<file path="src/rtl/spi_master_param.sv">
// Parameterised SPI master: CPOL/CPHA per transfer, one-hot active-low chip selects, registered SCLK.
// Define SPI_LSB_FIRST_EN to add the lsbFirst input (per-transfer LSB-first shifting); otherwise always MSB first.
module spi_master_param #(
    parameter int DATA_WIDTH = 8,
    parameter int NUM_SLAVES = 3,
    parameter int CLK_DIV    = 1,
    localparam int SW = (NUM_SLAVES > 1) ? $clog2(NUM_SLAVES) : 1
) (
    input  logic                  clk,
    input  logic                  reset,
    input  logic                  start,
    input  logic [SW-1:0]         slaveSelect,
    input  logic                  cpol,
    input  logic                  cpha,
`ifdef SPI_LSB_FIRST_EN
    input  logic                  lsbFirst,
`endif
    input  logic [DATA_WIDTH-1:0] masterDataToSend,
    output logic [DATA_WIDTH-1:0] masterDataReceived,
    output logic                  busy,
    output logic                  done,
    output logic                  SCLK,
    output logic [NUM_SLAVES-1:0] CS,
    output logic                  MOSI,
    input  logic                  MISO,
    output logic [2:0]            fsm_state
);

    localparam int HW = $clog2(2 * DATA_WIDTH);
    localparam int IW = HW - 1;
    localparam int CW = $clog2(CLK_DIV + 1);
    localparam logic [HW-1:0] LAST_HALF = HW'(2 * DATA_WIDTH - 1);
    localparam logic [IW-1:0] LAST_BIT  = IW'(DATA_WIDTH - 1);
    localparam logic [CW-1:0] DIV_LAST  = CW'(CLK_DIV - 1);

    typedef enum logic [2:0] {IDLE, SETUP, TRANSFER, HOLD, DONE} state_t;

    state_t                state, state_next;
    logic [CW-1:0]         div_cnt;
    logic [HW-1:0]         half_cnt;
    logic [HW-1:0]         edge_half;
    logic [IW-1:0]         edge_bit;
    logic [DATA_WIDTH-1:0] tx_q, rx_q;
    logic                  cpol_q, cpha_q, lsb_q, lsb_in;
    logic                  accept, div_wrap, edge_fire;

`ifdef SPI_LSB_FIRST_EN
    assign lsb_in = lsbFirst;
`else
    assign lsb_in = 1'b0;
`endif

    // Bit k of the serial stream maps to word position k (LSB first) or DATA_WIDTH-1-k.
    function automatic logic [IW-1:0] bit_pos(input logic [IW-1:0] k, input logic lsb);
        return lsb ? k : (LAST_BIT - k);
    endfunction

    assign accept    = (state == IDLE) && start && (int'(slaveSelect) < NUM_SLAVES);
    assign div_wrap  = (div_cnt == DIV_LAST);
    assign busy      = (state == SETUP) || (state == TRANSFER) || (state == HOLD);
    assign done      = (state == DONE);
    assign fsm_state = state;
    assign edge_bit  = edge_half[HW-1:1];

    always_ff @(posedge clk or posedge reset) begin
        if (reset) state <= IDLE;
        else       state <= state_next;
    end

    // edge_fire marks the clk edge on which SCLK enters half-period edge_half (even = leading).
    always_comb begin
        state_next = state;
        edge_fire  = 1'b0;
        edge_half  = '0;
        case (state)
            IDLE:     if (accept) state_next = SETUP;
            SETUP:    if (div_wrap) begin
                          state_next = TRANSFER;
                          edge_fire  = 1'b1;
                      end
            TRANSFER: if (div_wrap) begin
                          if (half_cnt == LAST_HALF) begin
                              state_next = HOLD;
                          end else begin
                              edge_fire = 1'b1;
                              edge_half = half_cnt + 1'b1;
                          end
                      end
            HOLD:     if (div_wrap) state_next = DONE;
            DONE:     state_next = IDLE;
            default:  state_next = IDLE;
        endcase
    end

    always_ff @(posedge clk or posedge reset) begin
        if (reset) begin
            div_cnt            <= '0;
            half_cnt           <= '0;
            tx_q               <= '0;
            rx_q               <= '0;
            cpol_q             <= 1'b0;
            cpha_q             <= 1'b0;
            lsb_q              <= 1'b0;
            SCLK               <= 1'b0;
            MOSI               <= 1'b0;
            CS                 <= '1;
            masterDataReceived <= '0;
        end else begin
            if (state_next != state || div_wrap) div_cnt <= '0;
            else                                 div_cnt <= div_cnt + 1'b1;

            if (edge_fire) half_cnt <= edge_half;

            if (accept) begin
                tx_q   <= masterDataToSend;
                rx_q   <= '0;
                cpol_q <= cpol;
                cpha_q <= cpha;
                lsb_q  <= lsb_in;
                SCLK   <= cpol;
                MOSI   <= lsb_in ? masterDataToSend[0] : masterDataToSend[DATA_WIDTH-1];
                CS     <= ~(NUM_SLAVES'(1) << slaveSelect);
            end

            if (edge_fire) begin
                SCLK <= cpol_q ^ ~edge_half[0];
                if (!edge_half[0]) begin
                    // Leading edge: sample (cpha=0) or present bit k (cpha=1; bit 0 already out from SETUP).
                    if (!cpha_q)                 rx_q[bit_pos(edge_bit, lsb_q)] <= MISO;
                    else if (edge_bit != '0)     MOSI <= tx_q[bit_pos(edge_bit, lsb_q)];
                end else begin
                    if (cpha_q)                  rx_q[bit_pos(edge_bit, lsb_q)] <= MISO;
                    else if (edge_bit != LAST_BIT) MOSI <= tx_q[bit_pos(edge_bit + 1'b1, lsb_q)];
                end
            end

            if (state == TRANSFER && state_next == HOLD) SCLK <= cpol_q;

            if (state == HOLD && state_next == DONE) begin
                CS                 <= '1;
                masterDataReceived <= rx_q;
            end
        end
    end

endmodule
</file>
<file path="config.mk">
export PLATFORM = sky130hd
export DESIGN_NAME = spi_master_param
export DESIGN_NICKNAME = d
export VERILOG_FILES = /design/src/rtl/spi_master_param.sv
export SDC_FILE = /design/constraint.sdc
export NUM_CORES = 1
export LEC_CHECK = 0
export ABC_CLOCK_PERIOD_IN_PS = 2900
export BUFFER_PORTS_ARGS = -buffer_cell sky130_fd_sc_hd__buf_4
export CORE_MARGIN = 2
export CORE_UTILIZATION = 55
export CTS_BUF_LIST = sky130_fd_sc_hd__clkbuf_4
export DETAILED_ROUTE_END_ITERATION = 12
export GPL_TIMING_DRIVEN = 0
export PLACE_DENSITY = 0.78
export RECOVER_POWER = 50
export SYNTH_ARGS = -nofsm -noshare
export SYNTH_HDL_FRONTEND = slang
export SYNTH_SLANG_ARGS = --single-unit
</file>
<file path="constraint.sdc">
create_clock -name clk -period 2.9 [get_ports clk]
set_input_delay 0.435 -clock clk [delete_from_list [all_inputs] [get_ports clk]]
set_output_delay 0.435 -clock clk [all_outputs]
set_load 0.05 [all_outputs]
</file>
Word-level counts from Yosys, hierarchy flattened. Index checks and enable logic that the tools add are counted.

Logic and storage cells: 84. Register bits: 39. Input port bits: 16.

Eq/ne operators: 9. Magnitude comparators: 4. Shifts and indexed selects: 1. Reductions and logical operators: 12. Add/subtract/negate cells: 5. Muxes and demuxes: 38. Bitwise operators: 4.

Operators by type and width (number): 8-bit two-way mux (5); 3-bit two-way mux (7); 1-bit two-way mux (17); 4-bit two-way mux (3); 3-bit case mux with 4 select lines (1); 3-bit by 2-bit equality test with 1-bit output (second input constant) (3); 8-bit bitwise mux (1); 3-bit by 4-bit < comparator with 1-bit output (second input constant) (2); 1-bit binary-select mux with 3-bit select (2); 3-bit equality test (second input constant) (2); 3-bit nonzero test (2); 3-bit subtractor (first input constant) (2); 1-bit logical AND (5); 4-bit by 1-bit adder with 4-bit output (second input constant) (1); 4-bit equality test (second input constant) (1); 3-bit by 1-bit adder with 3-bit output (second input constant) (1); 1-bit demux with 3-bit select (1); 3-bit by 1-bit equality test with 1-bit output (second input constant) (1); 3-bit by 1-bit >= comparator with 1-bit output (second input constant) (1); 3-bit zero test (1); 1-bit logical OR (3); 3-bit != test (1); 3-bit != test (second input constant) (1); 3-bit inverter (1); other kinds (7) (8).

Depth between registers and ports, before layout. Gate-level depths: netlist of the first run.

Depth in word-level cells: 13. Mapped depth: 10.

Worst setup path after synthesis of the first run. No wires, ideal clock.

Path kind: register to register. Start point: register state[1], in the netlist fsm_state[1]. End point: register MOSI. Arrival time: 2566 ps. Period minus slack after synthesis: 2699 ps. Required time: 2767 ps. Slack: 201 ps. Stages on the path, launching flop included: 10. Cells stage by stage: dfrtp_1 > nor4b_4 > nand2_1 > ha_1 > inv_1 > o21ai_0 > a31o_2 > a31o_2 > a2111oi_0 > o21bai_1.

Word-level cells in the longest chain between the ends: 10.

Ends and longest elaborated chain: from (decl) (RTL line 38) `state_t state, state_next;`; from (signal assigned) (RTL line 67) `else state <= state_next;`; 3-bit by 2-bit equality test with 1-bit output (RTL line 75) `case (state)`; 4-bit two-way mux (RTL line 75); 3-bit by 1-bit adder with 3-bit output (RTL line 133) `else if (edge_bit != LAST_BIT) MOSI <= tx_q[bit_pos(edge_bit + 1'b1, lsb_q)];`; 3-bit subtractor (RTL line 55) `return lsb ? k : (LAST_BIT - k);`; 1-bit binary-select mux with 3-bit select (RTL line 133); 1-bit two-way mux (implied by the code) (RTL line 133); 1-bit two-way mux (RTL line 133); 1-bit two-way mux (RTL line 132) `if (cpha_q) rx_q[bit_pos(edge_bit, lsb_q)] <= MISO;`; 1-bit two-way mux (RTL line 127) `if (!edge_half[0]) begin`; 1-bit two-way mux (*) (RTL line 125) `if (edge_fire) begin`; to (signal assigned) (RTL line 121) `MOSI <= lsb_in ? masterDataToSend[0] : masterDataToSend[DATA_WIDTH-1];`; to (signal assigned) (RTL line 130) `else if (edge_bit != '0) MOSI <= tx_q[bit_pos(edge_bit, lsb_q)];`; to (signal assigned) (RTL line 133); to (decl) (RTL line 24) `output logic MOSI,`.

Every way passes the cells marked *; elsewhere a longest branch is shown, timed or not. The select of a mux whose other input is x is not followed. A chain may end at the register's enable or synchronous reset.

Worst setup path in the final report of the first run.
Start point: register half_cnt[0]. End point: register MOSI.

Word-level cells in the longest chain between the ends: 12.

Ends and longest elaborated chain: from (decl) (RTL line 40) `logic [HW-1:0] half_cnt;`; from (signal assigned) (RTL line 112) `if (edge_fire) half_cnt <= edge_half;`; 4-bit by 1-bit adder with 4-bit output / 4-bit equality test (equally long branches) (RTL line 86, 82); 4-bit two-way mux (RTL line 82) `if (half_cnt == LAST_HALF) begin`; 4-bit two-way mux (RTL line 81) `TRANSFER: if (div_wrap) begin`; 4-bit two-way mux (RTL line 75); 3-bit by 1-bit adder with 3-bit output (RTL line 133); 3-bit subtractor (RTL line 55); 1-bit binary-select mux with 3-bit select (RTL line 133); 1-bit two-way mux (implied by the code) (RTL line 133); 1-bit two-way mux (RTL line 133); 1-bit two-way mux (RTL line 132); 1-bit two-way mux (RTL line 127); 1-bit two-way mux (*) (RTL line 125).

Marks and branches as above.

==> results of run 1 <==
-- cells by family after synthesis --
kind of cell             count (synthesis)
AND/OR/NAND/NOR                        115
flip-flops                              39
AO/OA/AOI/OAI                           29
multiplexers                            14
buffers and inverters                   13
adder cells (fa/ha/maj)                  4
XOR/XNOR                                 3
other                                    1
-- registers in the layout (all words and copies together) (netlist names) --
signal and cells:
SCLK 1, masterDataReceived 8, CS 3, MOSI 1
cpha_q 1, div_cnt 1, tx_q 8, rx_q 8
fsm_state 3, cpol_q 1, half_cnt 4
-- synthesized netlist by cell type, types with 2 or more instances --
cell type  number
o21ai_2         2
o21a_1          2
nand2b_1        2
dfrtp_1        36
a21oi_1         4
and3_4          2
nand3b_1        2
dfstp_2         3
a31o_2          3
o21ai_0         5
nand2_1        80
mux2i_1        10
o211ai_1        2
o22ai_1         2
and2_1          4
mux4_2          3
inv_1           6
clkbuf_1        3
a21o_1          2
nor2_1          7
ha_1            4
nand3_1         5
-- worst max-delay path by stage --
| stage | slack, ns | cells after the start | startpoint | to |
|---|---|---|---|---|
| floorplan | 0.20 | 9 | fsm_state[1]$_DFF_PP0_ | MOSI$_DFF_PP0_ |
| finish | 0.21 | 6 | half_cnt[0]$_DFFE_PP0P_ | MOSI$_DFF_PP0_ |
| detailed placement | -0.06 | 6 | half_cnt[0]$_DFFE_PP0P_ | MOSI$_DFF_PP0_ |
| global placement | -0.06 | 6 | half_cnt[0]$_DFFE_PP0P_ | MOSI$_DFF_PP0_ |
| global route | 0.05 | 6 | half_cnt[0]$_DFFE_PP0P_ | MOSI$_DFF_PP0_ |
| CTS | 0.06 | 9 | fsm_state[2]$_DFF_PP0_ | MOSI$_DFF_PP0_ |
-- layout make-up --
type | count | area share
buffer | 6 | 0.0145
multi-input combinational | 166 | 0.421
clock buffer | 6 | 0.0186
timing repair buffer | 35 | 0.0994
tap | 48 | 0.0248
inverter | 7 | 0.0109
sequential | 39 | 0.405
clock inverter | 2 | 0.00518
-- stage by stage --
step / setup slack [ns] / TNS, ns / utilization
6_report: 0.214 / 0 / 0.665
5_1_grt: 0.0526 / 0 / 0.665
4_1_cts: 0.0573 / 0 / 0.667
3_5_place_dp: -0.0597 / -0.0597 / 0.650
3_3_place_gp: -0.0620 / -0.0620 / 0.650
2_1_floorplan: 0.201 / 0 / -
-- power breakdown --
group,internal (W),switching [W],total [W]
Combinational,0.000446,0.000791,0.00124
Sequential,0.000740,0.000146,0.000887
Clock,0.000103,0.000179,0.000282
Total,0.00129,0.00112,0.00241
-- routing by layer --
layer	global-route usage	up-vias	wire length, µm
met5	0	-	0
met4	0.0677	0	51
met3	0.0599	7	237
met2	0.375	43	1970
met1	0.300	771	1890
li1	-	818	-
-- repair_timing --
item / in CTS / in global routing
endpoints found under the setup margin: 1 / 1
gates resized for setup: 2 / 1
setup buffers: 0 / 2
pin swaps: 0 / 1
-- worst max-delay path: stages (launching register included) --
cell and delay [ns]:
dfrtp_1 0.45, ha_1 0.29, o311ai_1 0.71, mux4_2 0.40, and2_1 0.16, a2111oi_1 0.39
o21bai_1 0.15
==> summary by stage, run 1 <==
Worst hold path
The tightest min-delay check is of the input pin to flop type. The worst hold path begins at cpha. The worst hold path endpoint is cpha_q$_DFFE_PP0P_. The hold-critical path depth is 3.

Logic synthesis
Yosys printed 0 warnings. The distinct cell type count after synthesis is between 50 and 60. In this run the mean area of a mapped cell was about 9.4 µm². The net count after synthesis is ~240. The number of flops mapped to enable cells by yosys is 0. The sequential-to-total area share from yosys stat is 0.477.

The share of synthesized area in the top cell type comes to 0.438. The total standard cell area after synthesis is slightly above 2000 µm². Of the total synthesized cell area, the portion taken by AND, OR, NAND and NOR gates is 0.265. By area the synthesized netlist is led by dfrtp_1, nand2_1, mux2i_1. Of the total synthesized cell area, the portion taken by full adders, half adders and majority gates is 0.0243. The area share of xor/xnor cells in the synthesized design is 0.0164.

Among all flip-flop cells after synthesis, the most frequent one is dfrtp_1. The biggest area contributor in the post-synthesis netlist is dfrtp_1. By area, the combinational part of the netlist is dominated by simple AND/OR/NAND/NOR gates.

The post-synthesis compound-gate area fraction is 0.0986. The mux share of post-synthesis cell area is 0.0870. The post-synthesis async set-or-reset flop share is 1.00. The post-synthesis cell count is between 200 and 250.

Synthesis inferred 39 register bits.

Placement
The number of placed instances, taps included, is between 200 and 300. During placement, the flow inserted port buffers numbering 33. The wire-length estimate of the detail-placed layout is 3070 µm.

Routability-driven placement finished with a final weighted congestion of around 0.86. The area of placed instances is roughly 2400 µm².

Global route
Summed over all layers, the global routing overflow is 0. The global routing usage summed across all routing layers is 0.228. The pin count of the biggest net entering global routing is 40.

The number of antenna violations at the first check in global routing came to 0. The via count of the first global-routing pass came to roughly 1,600. The first global-routing pass estimated roughly 7300 µm of wire.

Cells and area
The most common library cell in the layout ignoring fill and taps is nand2_1. The count of placed standard cells in the final layout, fillers left out is approximately 300. The antenna diode count is 0. In the layout the commonest cells are nand2_1, dfrtp_1, buf_4.

Fill cells in the final layout number 339. Compared with the post-synthesis result, the final layout area differs by 17.6%. The final-stage net count is 280. The fraction of final layout cells sized beyond drive strength 1 is 0.241.

The area of all sequential standard cells is 980 µm². The final non-filler cell area is roughly 2400 µm². In the final layout, the multi-input gates occupy between 1000 and 1500 µm².

Floorplan
The I/O pin count is 34. The initial utilization of the core area, before any placement, comes to 0.566. The row count is 22. The core region area is approximately 3600 µm². In this run the vertical extent of the chip is between 60 and 70 µm. The x dimension of the die is roughly 65 µm. The die covers approximately 4200 µm².

Clock network
The tree is rooted in a clkbuf_4. The total clock sinks is 39. The number of CTS-inserted buffers is 5. After clock tree synthesis, the clock-pin slew on the worst setup and hold paths is roughly 0.12 ns. The number of levels in the clock H-tree is 2. The number of hold buffers added after CTS was 0. TritonCTS built the clock tree. The longest clock path from root to sink contains 2 buffers. The later pin in the worst-skew pair is clocked with a latency of between 0.3 and 0.4 ns.

Critical path
The endpoint of the lowest-slack register-to-register path is MOSI$_DFF_PP0_. STA classifies the critical path endpoint as a flop. STA puts the critical path data required time at approximately 3.1 ns. The critical path in this run is classified as flop to flop.

The launching element type of the critical path is a flop. For the worst flop-to-flop path, the logic depth is 6. The worst register-to-register path has a setup slack of about 0.21 ns.

The critical register-to-register path startpoint is half_cnt[0]$_DFFE_PP0P_. Along the worst path, the maximum fanout reaches 6. The endpoint arrival time on the critical path is around 2.9 ns.

STA
The count of final hold-check violations was 0. The worst slack on hold paths is approximately 0.27 ns. The max-slew headroom at the worst pin is 0.0591. The final count of negative-setup-slack endpoints is 0. For the pin with the worst max-slew slack, the measured transition is ~1.4 ns.

Setup repair after global routing left no endpoint under its margin. The highest clock rate is approximately 370 MHz. The clock period minus final worst setup slack is between 2 and 3 ns. Dividing the final minimum period by the clock period gives 0.926. The number of slew-limit violations in the final report came to 0. The worst clock skew on the final layout is roughly 0.012 ns.

Route
The post-detailed-route count of antenna-violating nets is 0. After detailed routing, the total wire length is between 4000 and 5000 µm. The number of design rule violations left after detail routing is 0. The total vias in the final route is 1,639.

The starting DRC count in detailed routing is 75. The first detailed-routing pass took 4 iterations. After detailed routing, the number of vias per cell comes to around 5.3.

In the final routed layout, each cell accounts on average for between 10 and 15 µm.

Status
The flow ran to the end, and the final reports show no timing, DRC or antenna violations.

Pwr
The total leakage power is approximately 1.3 nW. For this design the ratio of total power to cell area is ~1000 nW/µm². The total power after layout is between 0.002 and 0.0025 W. IR analysis of the VDD net gives a maximum drop of between 0.5 and 0.6 mV.

Run
The count of maximum capacitance violations is 0.
Note: power is estimated with default switching activity, not from simulation.
==> inputs of run 2 (changes only) <==
Settings changed: CORE_ASPECT_RATIO from default to 1.75, CORE_UTILIZATION 55 to 58, CTS_CLUSTER_DIAMETER from default to 200, PLACE_DENSITY 0.78 to 0.82.
==> run 2 against run 1 <==
First-iteration DRC count fell by 53%. Critical path depth rose by 4. Clock-buffer cell count fell by 1. Final cell count fell by 1.3%. Flip-flop and latch count did not move. Critical path type unchanged. Die area fell by 4.4%. Clock power rose by 26%. Sequential power barely moved. Core utilization rose by 4.8 points. Largest power group unchanged. Routed wire length fell by 1.0%. Clock skew fell by 0.0055 ns.
==> summary by stage, run 2 (synthesis gave the netlist of run 1 again) <==
Route
The post-detailed-route wirelength per cell came to 13.5 µm (+0.29%). The number of detailed-routing iterations run before antenna repair was 5 (+1). The starting DRC count in detailed routing is 35 (-53%). The post-detailed-route count of antenna-violating nets is 0 (unchanged). The ratio of routed vias to standard cells is 5.36 (+1.1%).

The wire length reported by the detailed router is 4110 µm (-1.0%). The number of design rule violations left after detail routing is 0 (unchanged). The total vias in the final route is 1,636 (-0.18%).

STA
The ratio of final minimum period to clock period is 0.941 (+0.0146). The worst clock skew on the final layout was 0.00633 ns (-0.00547 ns). Setup repair after global routing left no endpoint under its margin. The setup slack after layout came to 0.171 ns (-0.0423 ns). The count of final hold-check violations was 0 (unchanged). The setup TNS is 0 ns (unchanged).

The final count of negative-setup-slack endpoints is 0 (unchanged). The measured slew at the worst slew-check pin is 1.41 ns (-0.00435 ns). The worst slack on hold paths is 0.260 ns (-0.00579 ns). The number of slew-limit violations in the final report was 0 (unchanged).

The max-slew headroom at the worst pin was 0.0620 (+0.00291). The clock period minus final worst setup slack is 2.73 ns (+0.0423 ns). The highest clock rate is 366 MHz (-1.5%).

Cells and area
The final-stage net count is 279 (-0.36%). The library cells used most frequently in the layout, excluding fill and tap cells, are nand2_1, dfrtp_1, buf_4. The antenna diode count is 0 (unchanged).

The number of fillers in the final layout is 274 (-19%). The fraction of final layout cells sized beyond drive strength 1 came to 0.235 (-0.00676). In the final layout, the registers with the most flip-flops are masterDataReceived: 8 flops, rx_q: 8 flops, tx_q: 8 flops.

The library cell used most frequently in the layout, excluding fill and tap cells, is nand2_1. The area growth from synthesis to layout is 18.0%.

Pwr
The switching part of the total power is 0.450 (-0.0135). The clock group share of total power is 0.143 (+0.026). The cell-internal power came to 0.00136 W (+5.5%). The power density over cell area is 1020 nW/µm² (+2.6%). The share of power burned in registers was 0.359 (-0.010).

The net switching power of the design came to 0.00112 W (about the same). The total leakage power was 1.27 nW (+0.50%). The part of the power in combinational logic is 0.498 (-0.016).

The worst ir drop on vdd is 0.675 mV (+26%).

Floorplan
The core region area is 3400 µm² (-6.5%). The I/O pin count is 34 (unchanged). The row count is 28 (+27%).

The initial cell density of the core is 0.605 (+0.0392). The die height was 82.8 µm (+27%). The overall die area is 4060 µm² (-4.4%). The x dimension of the die is 49.0 µm (-25%).

Clock network
The total clock sinks is 39 (unchanged). The clock latency at the later pin of the worst-skew pair is 0.35 ns (about the same). The number of CTS-inserted buffers is 5 (unchanged).

Clock tree synthesis selected as its root buffer the cell clkbuf_4. The clock-pin slew of the registers on the worst-case setup and hold paths was 0.11 ns (about the same). The TritonCTS clock tree is yes. The number of levels in the clock H-tree is 2 (unchanged).

The number of hold buffers added after CTS was 0 (unchanged). The maximum clock path buffer count is 2 (unchanged).

Placement
The sum of net half-perimeters after detailed placement is 3160 µm (+3.0%). The count of input and output buffers is 33 (unchanged). The pre-CTS worst setup slack came to -0.0925 ns (-0.0329 ns). The global placement routability congestion is 0.851 (-1.3%).

Critical path
STA classifies the critical path startpoint as a flop. The type of the worst setup path is flop to flop. The endpoint arrival time on the critical path is 2.96 ns (+0.05 ns).

The worst-path maximum fanout is 9 (+3). STA classifies the critical path endpoint as a flop. The data required time at the worst endpoint came to 3.13 ns (about the same).

Global route
The number of antenna violations at the first check in global routing is 0 (unchanged). The global routing usage summed across all routing layers came to 0.241 (+0.0126). The wire length of the first global-routing pass came to 7380 µm (+0.86%).

The total overflow reported by the global router came to 0 (unchanged). The via count of the first global-routing pass came to 1,630 (+2.5%). The pin count of the biggest net entering global routing is 40 (unchanged).

Run
The count of maximum capacitance violations is 0 (unchanged).

Worst hold path
The min-delay analysis places its worst path in the category input pin to flop.

Status
The run finished with clean final reports.
run 2: area by class of cell:
cell class | count | area [µm²] | area share
Buffer | 6 | 35.0 | 0.0144
Clock buffer | 5 | 37.5 | 0.0155
Clock inverter | 3 | 38.8 | 0.0160
Inverter | 7 | 26.3 | 0.0108
Multi-Input combinational cell | 166 | 1020 | 0.420
Sequential cell | 39 | 980 | 0.404
Tap cell | 45 | 56.3 | 0.0232
Timing Repair Buffer | 34 | 233 | 0.0960
run 2: power by group through the flow:
stage	clock (W)	sequential [W]	combinational [W]
2_1_floorplan	0	0.00120	0.000621
3_3_place_gp	0	0.000895	0.00123
3_5_place_dp	0	0.000905	0.00125
4_1_cts	0.000361	0.000893	0.00126
5_1_grt	0.000383	0.000922	0.00134
6_report	0.000354	0.000890	0.00123
run 2: metrics by stage:
step	utilization	power [W]	area (µm²)	cells
final	0.714	0.00248	2420	305
after global routing	0.714	0.00265	2420	305
after CTS	0.718	0.00251	2440	304
after detailed placement	0.694	0.00216	2360	296
after global placement	0.694	0.00213	2360	296
after floorplan	-	0.00182	2060	218
run 2: repair_timing:
item,4_1_cts,5_1_grt
gates resized for setup,2,1
pin swaps,0,1
setup endpoints to repair,1,1
setup buffers,0,1
run 2: layer usage:
layer / GRT usage / share of wire
met5: 0 / 0
met4: 0.117 / 0.020
met3: 0.0396 / 0.028
met2: 0.451 / 0.56
met1: 0.263 / 0.40
run 2: worst paths after layout:
path / endpoint / cells past startpoint / from / slack, ns
max in group asynchronous: half_cnt[2]$_DFFE_PP0P_ / 2 / reset / 1.59
max reg2reg: MOSI$_DFF_PP0_ / 10 / fsm_state[0]$_DFF_PP0_ / 0.17
max: MOSI$_DFF_PP0_ / 10 / fsm_state[0]$_DFF_PP0_ / 0.17
min reg2reg: masterDataReceived[0]$_DFFE_PP0P_ / 2 / rx_q[0]$_DFF_PP0_ / 0.48
min in group asynchronous: div_cnt$_DFF_PP0_ / 2 / reset / 0.48
min: tx_q[1]$_DFFE_PP0P_ / 3 / masterDataToSend[1] / 0.26
run 2: critical path: stages (launching register included):
cell,delay (ns)
dfrtp_1,0.39
buf_4,0.17
nor4b_4,0.43
nand2_2,0.21
ha_1,0.27
inv_1,0.05
o21ai_0,0.07
a31o_2,0.25
a31o_2,0.21
a2111oi_1,0.41
o21bai_1,0.14
